$ cat src/rtl/dds_phase_acc.sv
// -----------------------------------------------------------------------------
// dds_phase_acc
//   DDS phase accumulator. On each sample tick from the clock divider the
//   phase register advances by the active frequency tuning word (FTW), and a
//   registered sine-LUT address (top ADDR_W bits of the new phase plus a phase
//   offset) is emitted together with a one-cycle valid pulse and a wrap pulse
//   on accumulator carry-out.
//
//   New FTW / offset words arrive on a valid/ready port. They are applied
//   either immediately (cfg_sync=0) or phase-continuously at the next
//   accumulator wrap (cfg_sync=1). cfg_ready is low only while a word waits
//   for that wrap.
//
//   Optional feature macro: DDS_SWEEP_EN
//     When defined, every wrap in the RUN state raises the FTW by sweep_step,
//     saturating at sweep_lim; sweep_done is high while FTW equals sweep_lim.
//
// Ports
//   clk         in   1       system clock
//   rst         in   1       synchronous active-high reset
//   sample_en   in   1       tick from the divider; advances the phase
//   run         in   1       1 = accumulate, 0 = hold at zero
//   cfg_valid   in   1       config word valid
//   cfg_ready   out  1       config word accepted when valid & ready
//   cfg_ftw     in   ACC_W   new frequency tuning word
//   cfg_pofs    in   ADDR_W  new phase offset added to the address
//   cfg_sync    in   1       0 = apply now, 1 = apply at the next wrap
//   sweep_step  in   ACC_W   FTW increment per wrap     (DDS_SWEEP_EN only)
//   sweep_lim   in   ACC_W   FTW ceiling                (DDS_SWEEP_EN only)
//   sweep_done  out  1       FTW has reached sweep_lim  (DDS_SWEEP_EN only)
//   phase_addr  out  ADDR_W  registered LUT address
//   addr_valid  out  1       pulse when phase_addr updates
//   wrap        out  1       pulse when the accumulator carries out
// -----------------------------------------------------------------------------
module dds_phase_acc #(
    parameter int ACC_W  = 32,
    parameter int ADDR_W = 10
) (
    input  logic              clk,
    input  logic              rst,
    input  logic              sample_en,
    input  logic              run,
    input  logic              cfg_valid,
    output logic              cfg_ready,
    input  logic [ACC_W-1:0]  cfg_ftw,
    input  logic [ADDR_W-1:0] cfg_pofs,
    input  logic              cfg_sync,
`ifdef DDS_SWEEP_EN
    input  logic [ACC_W-1:0]  sweep_step,
    input  logic [ACC_W-1:0]  sweep_lim,
    output logic              sweep_done,
`endif
    output logic [ADDR_W-1:0] phase_addr,
    output logic              addr_valid,
    output logic              wrap
);

    localparam logic [1:0] ST_IDLE  = 2'd0;
    localparam logic [1:0] ST_RUN   = 2'd1;
    localparam logic [1:0] ST_ARMED = 2'd2;

    logic [1:0]        r_state;
    logic [ACC_W-1:0]  r_acc;
    logic [ACC_W-1:0]  r_ftw_act;
    logic [ADDR_W-1:0] r_pofs_act;
    logic [ACC_W-1:0]  r_ftw_pend;
    logic [ADDR_W-1:0] r_pofs_pend;
    logic [ADDR_W-1:0] r_phase_addr;
    logic              r_addr_valid;
    logic              r_wrap;

    logic [1:0]        w_state_next;
    logic [ACC_W-1:0]  w_acc_next;
    logic [ACC_W-1:0]  w_ftw_next;
    logic [ADDR_W-1:0] w_pofs_next;
    logic [ACC_W-1:0]  w_ftw_pend_next;
    logic [ADDR_W-1:0] w_pofs_pend_next;
    logic [ADDR_W-1:0] w_addr_next;
    logic              w_valid_next;
    logic              w_wrap_next;

    logic              w_xfer;
    logic [ACC_W:0]    w_sum;        // carry in the top bit
    logic [ADDR_W-1:0] w_addr_step;  // address for the phase after this tick

    assign cfg_ready   = (r_state != ST_ARMED);
    assign w_xfer      = cfg_valid & cfg_ready;
    assign w_sum       = {1'b0, r_acc} + {1'b0, r_ftw_act};
    assign w_addr_step = w_sum[ACC_W-1 -: ADDR_W] + r_pofs_act;

`ifdef DDS_SWEEP_EN
    logic              r_sweep_done;
    logic [ACC_W:0]    w_sweep_sum;
    logic [ACC_W-1:0]  w_sweep_ftw;

    // One bit wider than the FTW so the sum can never wrap below the limit.
    assign w_sweep_sum = {1'b0, r_ftw_act} + {1'b0, sweep_step};
    assign w_sweep_ftw = (w_sweep_sum > {1'b0, sweep_lim}) ? sweep_lim
                                                           : w_sweep_sum[ACC_W-1:0];
    assign sweep_done  = r_sweep_done;
`endif

    always_comb begin
        w_state_next     = r_state;
        w_acc_next       = r_acc;
        w_ftw_next       = r_ftw_act;
        w_pofs_next      = r_pofs_act;
        w_ftw_pend_next  = r_ftw_pend;
        w_pofs_pend_next = r_pofs_pend;
        w_addr_next      = r_phase_addr;
        w_valid_next     = 1'b0;
        w_wrap_next      = 1'b0;

        if (!run) begin
            // Stopping flushes the phase and promotes any waiting word so the
            // next run starts with it; a word offered now loads directly.
            w_state_next = ST_IDLE;
            w_acc_next   = '0;
            w_addr_next  = '0;
            if (r_state == ST_ARMED) begin
                w_ftw_next  = r_ftw_pend;
                w_pofs_next = r_pofs_pend;
            end
            if (w_xfer) begin
                w_ftw_next  = cfg_ftw;
                w_pofs_next = cfg_pofs;
            end
        end else begin
            case (r_state)
                ST_IDLE: begin
                    // Nothing to keep phase-continuous yet: always load now.
                    w_state_next = ST_RUN;
                    if (w_xfer) begin
                        w_ftw_next  = cfg_ftw;
                        w_pofs_next = cfg_pofs;
                    end
                end
                ST_RUN, ST_ARMED: begin
                    if (sample_en) begin
                        // This step always uses the FTW/offset active before
                        // the edge; any change below takes effect next tick.
                        w_acc_next   = w_sum[ACC_W-1:0];
                        w_addr_next  = w_addr_step;
                        w_valid_next = 1'b1;
                        w_wrap_next  = w_sum[ACC_W];
                        if (w_sum[ACC_W] && (r_state == ST_ARMED)) begin
                            w_ftw_next   = r_ftw_pend;
                            w_pofs_next  = r_pofs_pend;
                            w_state_next = ST_RUN;
                        end
`ifdef DDS_SWEEP_EN
                        if (w_sum[ACC_W] && (r_state == ST_RUN)) begin
                            w_ftw_next = w_sweep_ftw;
                        end
`endif
                    end
                    // Only reachable from RUN (cfg_ready is low in ARMED); an
                    // immediate load overrides a sweep step on the same edge.
                    if (w_xfer) begin
                        if (cfg_sync) begin
                            w_ftw_pend_next  = cfg_ftw;
                            w_pofs_pend_next = cfg_pofs;
                            w_state_next     = ST_ARMED;
                        end else begin
                            w_ftw_next  = cfg_ftw;
                            w_pofs_next = cfg_pofs;
                        end
                    end
                end
                default: begin
                    w_state_next = ST_IDLE;
                end
            endcase
        end
    end

    always_ff @(posedge clk) begin
        if (rst) begin
            r_state      <= ST_IDLE;
            r_acc        <= '0;
            r_ftw_act    <= '0;
            r_pofs_act   <= '0;
            r_ftw_pend   <= '0;
            r_pofs_pend  <= '0;
            r_phase_addr <= '0;
            r_addr_valid <= 1'b0;
            r_wrap       <= 1'b0;
        end else begin
            r_state      <= w_state_next;
            r_acc        <= w_acc_next;
            r_ftw_act    <= w_ftw_next;
            r_pofs_act   <= w_pofs_next;
            r_ftw_pend   <= w_ftw_pend_next;
            r_pofs_pend  <= w_pofs_pend_next;
            r_phase_addr <= w_addr_next;
            r_addr_valid <= w_valid_next;
            r_wrap       <= w_wrap_next;
        end
    end

`ifdef DDS_SWEEP_EN
    // Registered from the next FTW so it tracks r_ftw_act cycle for cycle.
    always_ff @(posedge clk) begin
        if (rst) begin
            r_sweep_done <= 1'b0;
        end else begin
            r_sweep_done <= (w_ftw_next == sweep_lim);
        end
    end
`endif

    assign phase_addr = r_phase_addr;
    assign addr_valid = r_addr_valid;
    assign wrap       = r_wrap;

endmodule
$ cat config.mk
export PLATFORM = sky130hd
export DESIGN_NAME = dds_phase_acc
export DESIGN_NICKNAME = d
export VERILOG_FILES = /design/src/rtl/dds_phase_acc.sv
export SDC_FILE = /design/constraint.sdc
export NUM_CORES = 1
export LEC_CHECK = 0
export ABC_CLOCK_PERIOD_IN_PS = 4900
export BUFFER_PORTS_ARGS = -buffer_cell sky130_fd_sc_hd__buf_2
export CAP_MARGIN = 20
export CORE_MARGIN = 4
export CORE_UTILIZATION = 31
export CTS_CLUSTER_SIZE = 8
export DETAILED_ROUTE_END_ITERATION = 6
export PLACE_DENSITY = 0.47
export SYNTH_ARGS = -nofsm -noshare
export SYNTH_HDL_FRONTEND = slang
export SYNTH_SLANG_ARGS = --single-unit
$ cat constraint.sdc
create_clock -name clk -period 4.9 [get_ports clk]
set_clock_uncertainty 0.1 [all_clocks]
set_input_delay 0.245 -clock clk [delete_from_list [all_inputs] [get_ports clk]]
set_output_delay 0.245 -clock clk [all_outputs]
set_load 0.1 [all_outputs]
==> metrics.csv, run 1 <==
stage;metric;value;unit
placement;port_buffers;60;
route;vias;6054;
synth;synthesis.area;6868;um2
timing;setup_viol_count_final;0;
route;drtPass1Iterations;6;
worst_hold_path;hold_path_startpoint;cfg_sync;
synth;async_flop_share;0;
placement;dp_hpwl;12450;um
layout;drive_gt1_frac;0.1449;
worst_hold_path;holdPathEnd;r_state[1]$_SDFF_PP0_;
timing;max_freq;0.2172;GHz
global_route;grt_pass1_vias;5902;
synth;ys_ff_latch;130;
clock_tree;cts_tree;done;
global_route;antenna_found_initial;0;
setup_path;criticalPathCategory;reg2reg;
die;io_pins;61;
layout;final_nets;1062;
clock_tree;cts.sinks;130;
run;drv_cap;0;
synth;synth-main-ff-cell;dfxtp_1;
worst_hold_path;worstHoldPathCells;3;
setup_path;start_kind;flip-flop;
setup_path;regToRegEndpoint;phase_addr[9]$_SDFFE_PP0P_;
placement;dpl.cell_count;1183;
placement;place_congestion;0.8209;
power;ir_drop;216.7;uV
global_route;overflow;0;
route;routed_via_density;4.805;
clock_tree;cts_made_buffers;17;
clock_tree;ctsLongestPathBuffers;2;
synth;yosysSeqAreaShare;0.3789;
setup_path;rrSetupSlack;0.30;ns
layout;final_cell_mix;nand2_1, dfxtp_1, a21oi_1;
timing;period_share;0.9395;
clock_tree;clk_pin_slew_worst_paths;0.06;ns
route;drcViolationCount;0;
clock_tree;insertion_delay;0.42;ns
route;ant_nets;0;
clock_tree;cts_htree_levels;4;
synth;syn_avg_cell_area;7.903;um2
timing;relSlewSlack;0.3978;
die;coreArea;21820;um2
setup_path;r2r_start;r_acc[8]$_SDFFE_PP0P_;
power;p_leak;3.450;nW
timing;rsz0062_at_grt;false;
layout;final-instance-count-excl-fill;1260;
setup_path;end_kind;flip-flop;
layout;layout_commonest_cell;nand2_1;
die;dieWidth;156.8;um
route;wl;18360;um
timing;tightest_slew;0.9033;ns
die;num_rows;54;
timing;slew_viol_final;0;
layout;n_antenna_cell;0;
synth;synth-edff-count;0;
synth;ys_warn_count;0;
setup_path;r2r_cells;20;
layout;fin_util;0.3962;
route;drtIter0Drc;258;
global_route;track_usage;0.1563;
run_status;status;completed;
synth;yosysUniqueCellTypes;51;
die;start_util;0.3147;
setup_path;cp.required;5.15;ns
setup_path;arrival;4.85;ns
clock_tree;cts-root-buf;clkbuf_16;
synth;syn_inst;869;
power;power_density;301.8;nW/um2
timing;period_needed;4.604;ns
die;die_h;156.8;um
setup_path;critical_path.max_fanout;5;
route;wl_per_cell;14.57;um
layout;syn_to_final_growth;25.91;%
global_route;grt_pass1_wl;30910;um
timing;tns;0;ns
global_route;grt_max_degree;43;
power;p_total;0.002610;W
timing;finalHoldViolCount;0;
worst_hold_path;hp-class;in2reg;
synth;synth_fp_nets;963;
die;dieArea;24600;um2
-- sequential cells by signal, summed over array words and instances (netlist names) --
| register | cells |
|---|---|
| r_pofs_act | 10 |
| addr_valid | 1 |
| r_ftw_pend | 32 |
| phase_addr | 10 |
| r_pofs_pend | 10 |
| wrap | 1 |
| r_ftw_act | 32 |
| r_acc | 32 |
| r_state | 2 |
-- per-layer routing --
layer  GRT usage  wire length [um]  vias up
met5           0                 0        -
met3     0.02683               712       15
li1            -                 -     3192
met1      0.2305              9645     2754
met4     0.04959               202        0
met2      0.2316              7796       93
-- power by group --
group          internal (W)  switching (W)
sequential          0.00109      0.0000210
combinational      0.000128       0.000162
clock              0.000745       0.000464
-- worst max-delay path: stages, from the launching register on --
cell,delay [ns]
dfxtp_1,0.31
ha_1,0.30
buf_4,0.16
a31oi_2,0.21
o21ai_1,0.08
a221o_1,0.38
a31o_4,0.29
a21o_1,0.19
a21oi_2,0.16
xnor2_2,0.15
ha_1,0.25
a21o_1,0.19
a21oi_2,0.15
nor2b_1,0.06
o21a_1,0.17
or4_1,0.42
a31o_2,0.27
a21oi_4,0.16
xor2_1,0.17
xnor3_1,0.22
a21oi_1,0.13
-- area by class of cell --
type,instances,area [um2]
repair buffers,129,932.1
multi-input cells,637,3998
inverters,53,198.9
clock inverters,9,81.33
well taps,280,350.3
clock buffers,22,484.2
flip-flops and latches,130,2603
fillers,2282,13180
-- worst max-delay path by stage --
stage | cells after the start | endpoint | startpoint | slack (ns)
after floorplan | 20 | phase_addr[9]$_SDFFE_PP0P_ | r_acc[6]$_SDFFE_PP0P_ | 0.28
after global placement | 20 | phase_addr[9]$_SDFFE_PP0P_ | r_acc[6]$_SDFFE_PP0P_ | 0.08
after detailed placement | 20 | phase_addr[9]$_SDFFE_PP0P_ | r_acc[6]$_SDFFE_PP0P_ | 0.07
after CTS | 20 | phase_addr[9]$_SDFFE_PP0P_ | r_acc[6]$_SDFFE_PP0P_ | 0.03
after global routing | 18 | phase_addr[9]$_SDFFE_PP0P_ | r_acc[0]$_SDFFE_PP0P_ | 0.01
final | 20 | phase_addr[9]$_SDFFE_PP0P_ | r_acc[8]$_SDFFE_PP0P_ | 0.30
-- Yosys cell counts (5+ instances only) --
| master | count | area share |
|---|---|---|
| nor2b_1 | 45 | 0.041 |
| o21a_1 | 5 | 0.0055 |
| inv_1 | 53 | 0.029 |
| o21ai_1 | 42 | 0.031 |
| buf_2 | 9 | 0.0066 |
| ha_1 | 44 | 0.080 |
| a22oi_1 | 42 | 0.046 |
| a21o_1 | 28 | 0.031 |
| nor3_1 | 5 | 0.0036 |
| xor2_1 | 10 | 0.013 |
| clkbuf_1 | 38 | 0.021 |
| nand3_1 | 9 | 0.0066 |
| dfxtp_1 | 130 | 0.38 |
| o21ai_0 | 16 | 0.012 |
| nand2_1 | 165 | 0.090 |
| a21oi_1 | 112 | 0.082 |
| o21bai_1 | 5 | 0.0055 |
| nor2_1 | 31 | 0.017 |
| xnor2_1 | 25 | 0.032 |
-- kinds of logic after synthesis --
group                      count (synthesis)  synth area share
adders and majority gates                 46           0.08599
DFF                                      130            0.3789
AOI/OAI and AO/OA                        282            0.2540
buffers and inverters                    102           0.05739
xor gates and xnor gates                  36           0.04791
and+or+nand+nor                          273            0.1758
-- stage by stage --
stage / hold WS (ns) / worst slack (ns) / area, um2
after global routing: 0.1330 / 0.01473 / 8647
after global placement: 0.3390 / 0.08199 / 7530
after detailed placement: 0.3439 / 0.06587 / 7533
after CTS: 0.1036 / 0.02935 / 8519
after floorplan: 0.2810 / 0.2800 / 6868
final: 0.1303 / 0.2964 / 8647
-- what timing repair did --
action                     CTS  global route
setup buffers                0             4
hold endpoints to repair    79             0
resized for setup            0            17
hold buffers                42             0
setup endpoints to repair    0             2
Note: power is estimated with default switching activity, not from simulation.
==> run 2: changes to the inputs <==
--- a/config.mk
+++ b/config.mk
@@ -8,11 +8,13 @@
 export ABC_CLOCK_PERIOD_IN_PS = 4900
 export BUFFER_PORTS_ARGS = -buffer_cell sky130_fd_sc_hd__buf_2
 export CAP_MARGIN = 20
+export CELL_PAD_IN_SITES_DETAIL_PLACEMENT = 1
+export CELL_PAD_IN_SITES_GLOBAL_PLACEMENT = 1
 export CORE_MARGIN = 4
 export CORE_UTILIZATION = 31
 export CTS_CLUSTER_SIZE = 8
 export DETAILED_ROUTE_END_ITERATION = 6
-export PLACE_DENSITY = 0.47
+export PLACE_DENSITY = 0.59
 export SYNTH_ARGS = -nofsm -noshare
 export SYNTH_HDL_FRONTEND = slang
 export SYNTH_SLANG_ARGS = --single-unit
==> metrics.csv, run 2 (synthesis results as in run 1) <==
stage;metric;value;unit
die;die_h;156.8;um
placement;dp_hpwl;13970;um
setup_path;regToRegEndpoint;phase_addr[9]$_SDFFE_PP0P_;
timing;tns;0;ns
timing;max_freq;0.2151;GHz
timing;finalHoldViolCount;0;
setup_path;r2r_cells;20;
setup_path;r2r_start;r_acc[6]$_SDFFE_PP0P_;
setup_path;cp.required;5.16;ns
placement;port_buffers;60;
run_status;status;completed;
global_route;overflow;0;
setup_path;rrSetupSlack;0.25;ns
worst_hold_path;worstHoldPathCells;3;
route;ant_nets;0;
setup_path;critical_path.max_fanout;3;
clock_tree;cts_made_buffers;17;
timing;period_share;0.9489;
clock_tree;cts_htree_levels;4;
timing;tightest_slew;0.9411;ns
setup_path;end_kind;flip-flop;
timing;rsz0062_at_grt;false;
layout;fin_util;0.4018;
clock_tree;cts_tree;done;
layout;seq_area;2603;um2
die;num_rows;54;
clock_tree;insertion_delay;0.43;ns
route;drcViolationCount;0;
layout;final_nets;1062;
global_route;track_usage;0.1720;
layout;reg_top3;r_acc x32, r_ftw_act x32, r_ftw_pend x32;
global_route;grt_pass1_vias;6353;
setup_path;crit_slowest_cell;or4_4;
power;ir_drop;201.7;uV
layout;multi_input_area;3993;um2
timing;setup_slack;0.2502;ns
power;p_total;0.002912;W
timing;setup_viol_count_final;0;
layout;final_cell_mix;nand2_1, dfxtp_1, a21oi_1;
die;start_util;0.3147;
placement;place_congestion;0.8353;
setup_path;arrival;4.91;ns
setup_path;path_cells;ha_1 > a21o_1 > a31oi_2 > o21ai_1 > a221o_1 > a31o_4 > a21o_1 > a21oi_2 > xnor2_2 > ha_1 > a21o_1 > a21oi_2 > nor2b_1 > o21a_1 > or4_4 > a31o_2 > a21oi_4 > xor2_1 > xnor3_1 > a21oi_2;
timing;period_needed;4.650;ns
setup_path;critPathMaxStageDelay;0.42;ns
run;drv_cap;0;
placement;place_area;7540;um2
worst_hold_path;hp-class;in2reg;
worst_hold_path;holdPathEnd;r_ftw_pend[0]$_SDFFE_PP0P_;
die;coreArea;21820;um2
global_route;grt_pass1_wl;33560;um
layout;nFillCells;2613;
clock_tree;cts.sinks;130;
setup_path;start_kind;flip-flop;
die;dieArea;24600;um2
clock_tree;clk_pin_slew_worst_paths;0.06;ns
power;power_density;332.0;nW/um2
power;p_leak;3.537;nW
global_route;grt_max_degree;43;
die;io_pins;61;
setup_path;criticalPathCategory;reg2reg;
route;vias;6207;
clock_tree;ctsLongestPathBuffers;2;
timing;relSlewSlack;0.3703;
route;wl;20690;um
die;dieWidth;156.8;um
layout;final_cell_area;8770;um2
worst_hold_path;hold_path_startpoint;cfg_ftw[0];
global_route;antenna_found_initial;0;
layout;syn_to_final_growth;27.69;%
placement;place_ws;0.03568;ns
layout;drive_gt1_frac;0.1488;
layout;layout_commonest_cell;nand2_1;
route;drtPass1Iterations;5;
clock_tree;cts-root-buf;clkbuf_16;
route;wl_per_cell;16.40;um
route;drtIter0Drc;238;
layout;n_antenna_cell;0;
route;routed_via_density;4.922;
timing;slew_viol_final;0;
## run 2: cell types whose count changed in the layout (fill, tap and decap cells not counted), moves of 2 or more
cell and change:
clkinv_2 -3, ha_4 -2, dlygate4sd3_1 -2, clkinv_4 +3, ha_1 +2, buf_4 +2
bufinv_16 +5, clkinvlp_4 -2
## run 2: final cells by class
type / count / area share
Clock buffer: 20 / 0.05322
Clock inverter: 12 / 0.02597
Inverter: 53 / 0.02269
Multi-Input combinational cell: 637 / 0.4553
Sequential cell: 130 / 0.2968
Tap cell: 280 / 0.03995
Timing Repair Buffer: 129 / 0.1061
## run 2: what timing repair did
action                     4_1_cts  5_1_grt
setup endpoints to repair        1        1
setup buffers                    0        2
gates resized for setup          2       16
hold endpoints to repair        77        0
hold buffers                    40        0
pin swaps                        0        9
## run 2: worst max-delay path, delay by kind of cell, from the launching register on
kind | cells | cell delay (ns)
DFF | 1 | 0.31
adders and majority gates | 2 | 0.56
xor gates and xnor gates | 3 | 0.58
and+or+nand+nor | 2 | 0.49
AOI/OAI and AO/OA | 13 | 2.55
## run 2: worst max-delay path by stage
stage | from | endpoint | slack (ns) | cells after the start
after global placement | r_acc[6]$_SDFFE_PP0P_ | phase_addr[9]$_SDFFE_PP0P_ | 0.10 | 20
after detailed placement | r_acc[6]$_SDFFE_PP0P_ | phase_addr[9]$_SDFFE_PP0P_ | 0.04 | 20
after global routing | r_acc[6]$_SDFFE_PP0P_ | phase_addr[9]$_SDFFE_PP0P_ | 0.004 | 20
after CTS | r_acc[6]$_SDFFE_PP0P_ | phase_addr[9]$_SDFFE_PP0P_ | 0.02 | 20
after floorplan | r_acc[6]$_SDFFE_PP0P_ | phase_addr[9]$_SDFFE_PP0P_ | 0.28 | 20
final | r_acc[6]$_SDFFE_PP0P_ | phase_addr[9]$_SDFFE_PP0P_ | 0.25 | 20
## run 2: per-stage QoR
stage | std cells | hold slack [ns]
after floorplan | 869 | 0.2810
after global placement | 1185 | 0.3389
after detailed placement | 1185 | 0.3462
after CTS | 1257 | 0.001135
after global routing | 1261 | 0.007618
final | 1261 | 0.02179
## run 2: layer usage
layer	GRT usage	up-vias	part of all wire
met5	0	-	0
met2	0.2516	91	0.43
met3	0.03070	11	0.037
met1	0.2574	2920	0.52
li1	-	3185	-
met4	0.05000	0	0.0082
## run 2: power breakdown
group	switching, W	total (W)	internal [W]	leakage [nW]
Clock	0.000508	0.00151	0.000997	0.336
Sequential	0.0000207	0.00111	0.00109	1.06
Combinational	0.000169	0.000297	0.000128	2.14
Total	0.000697	0.00291	0.00221	3.54
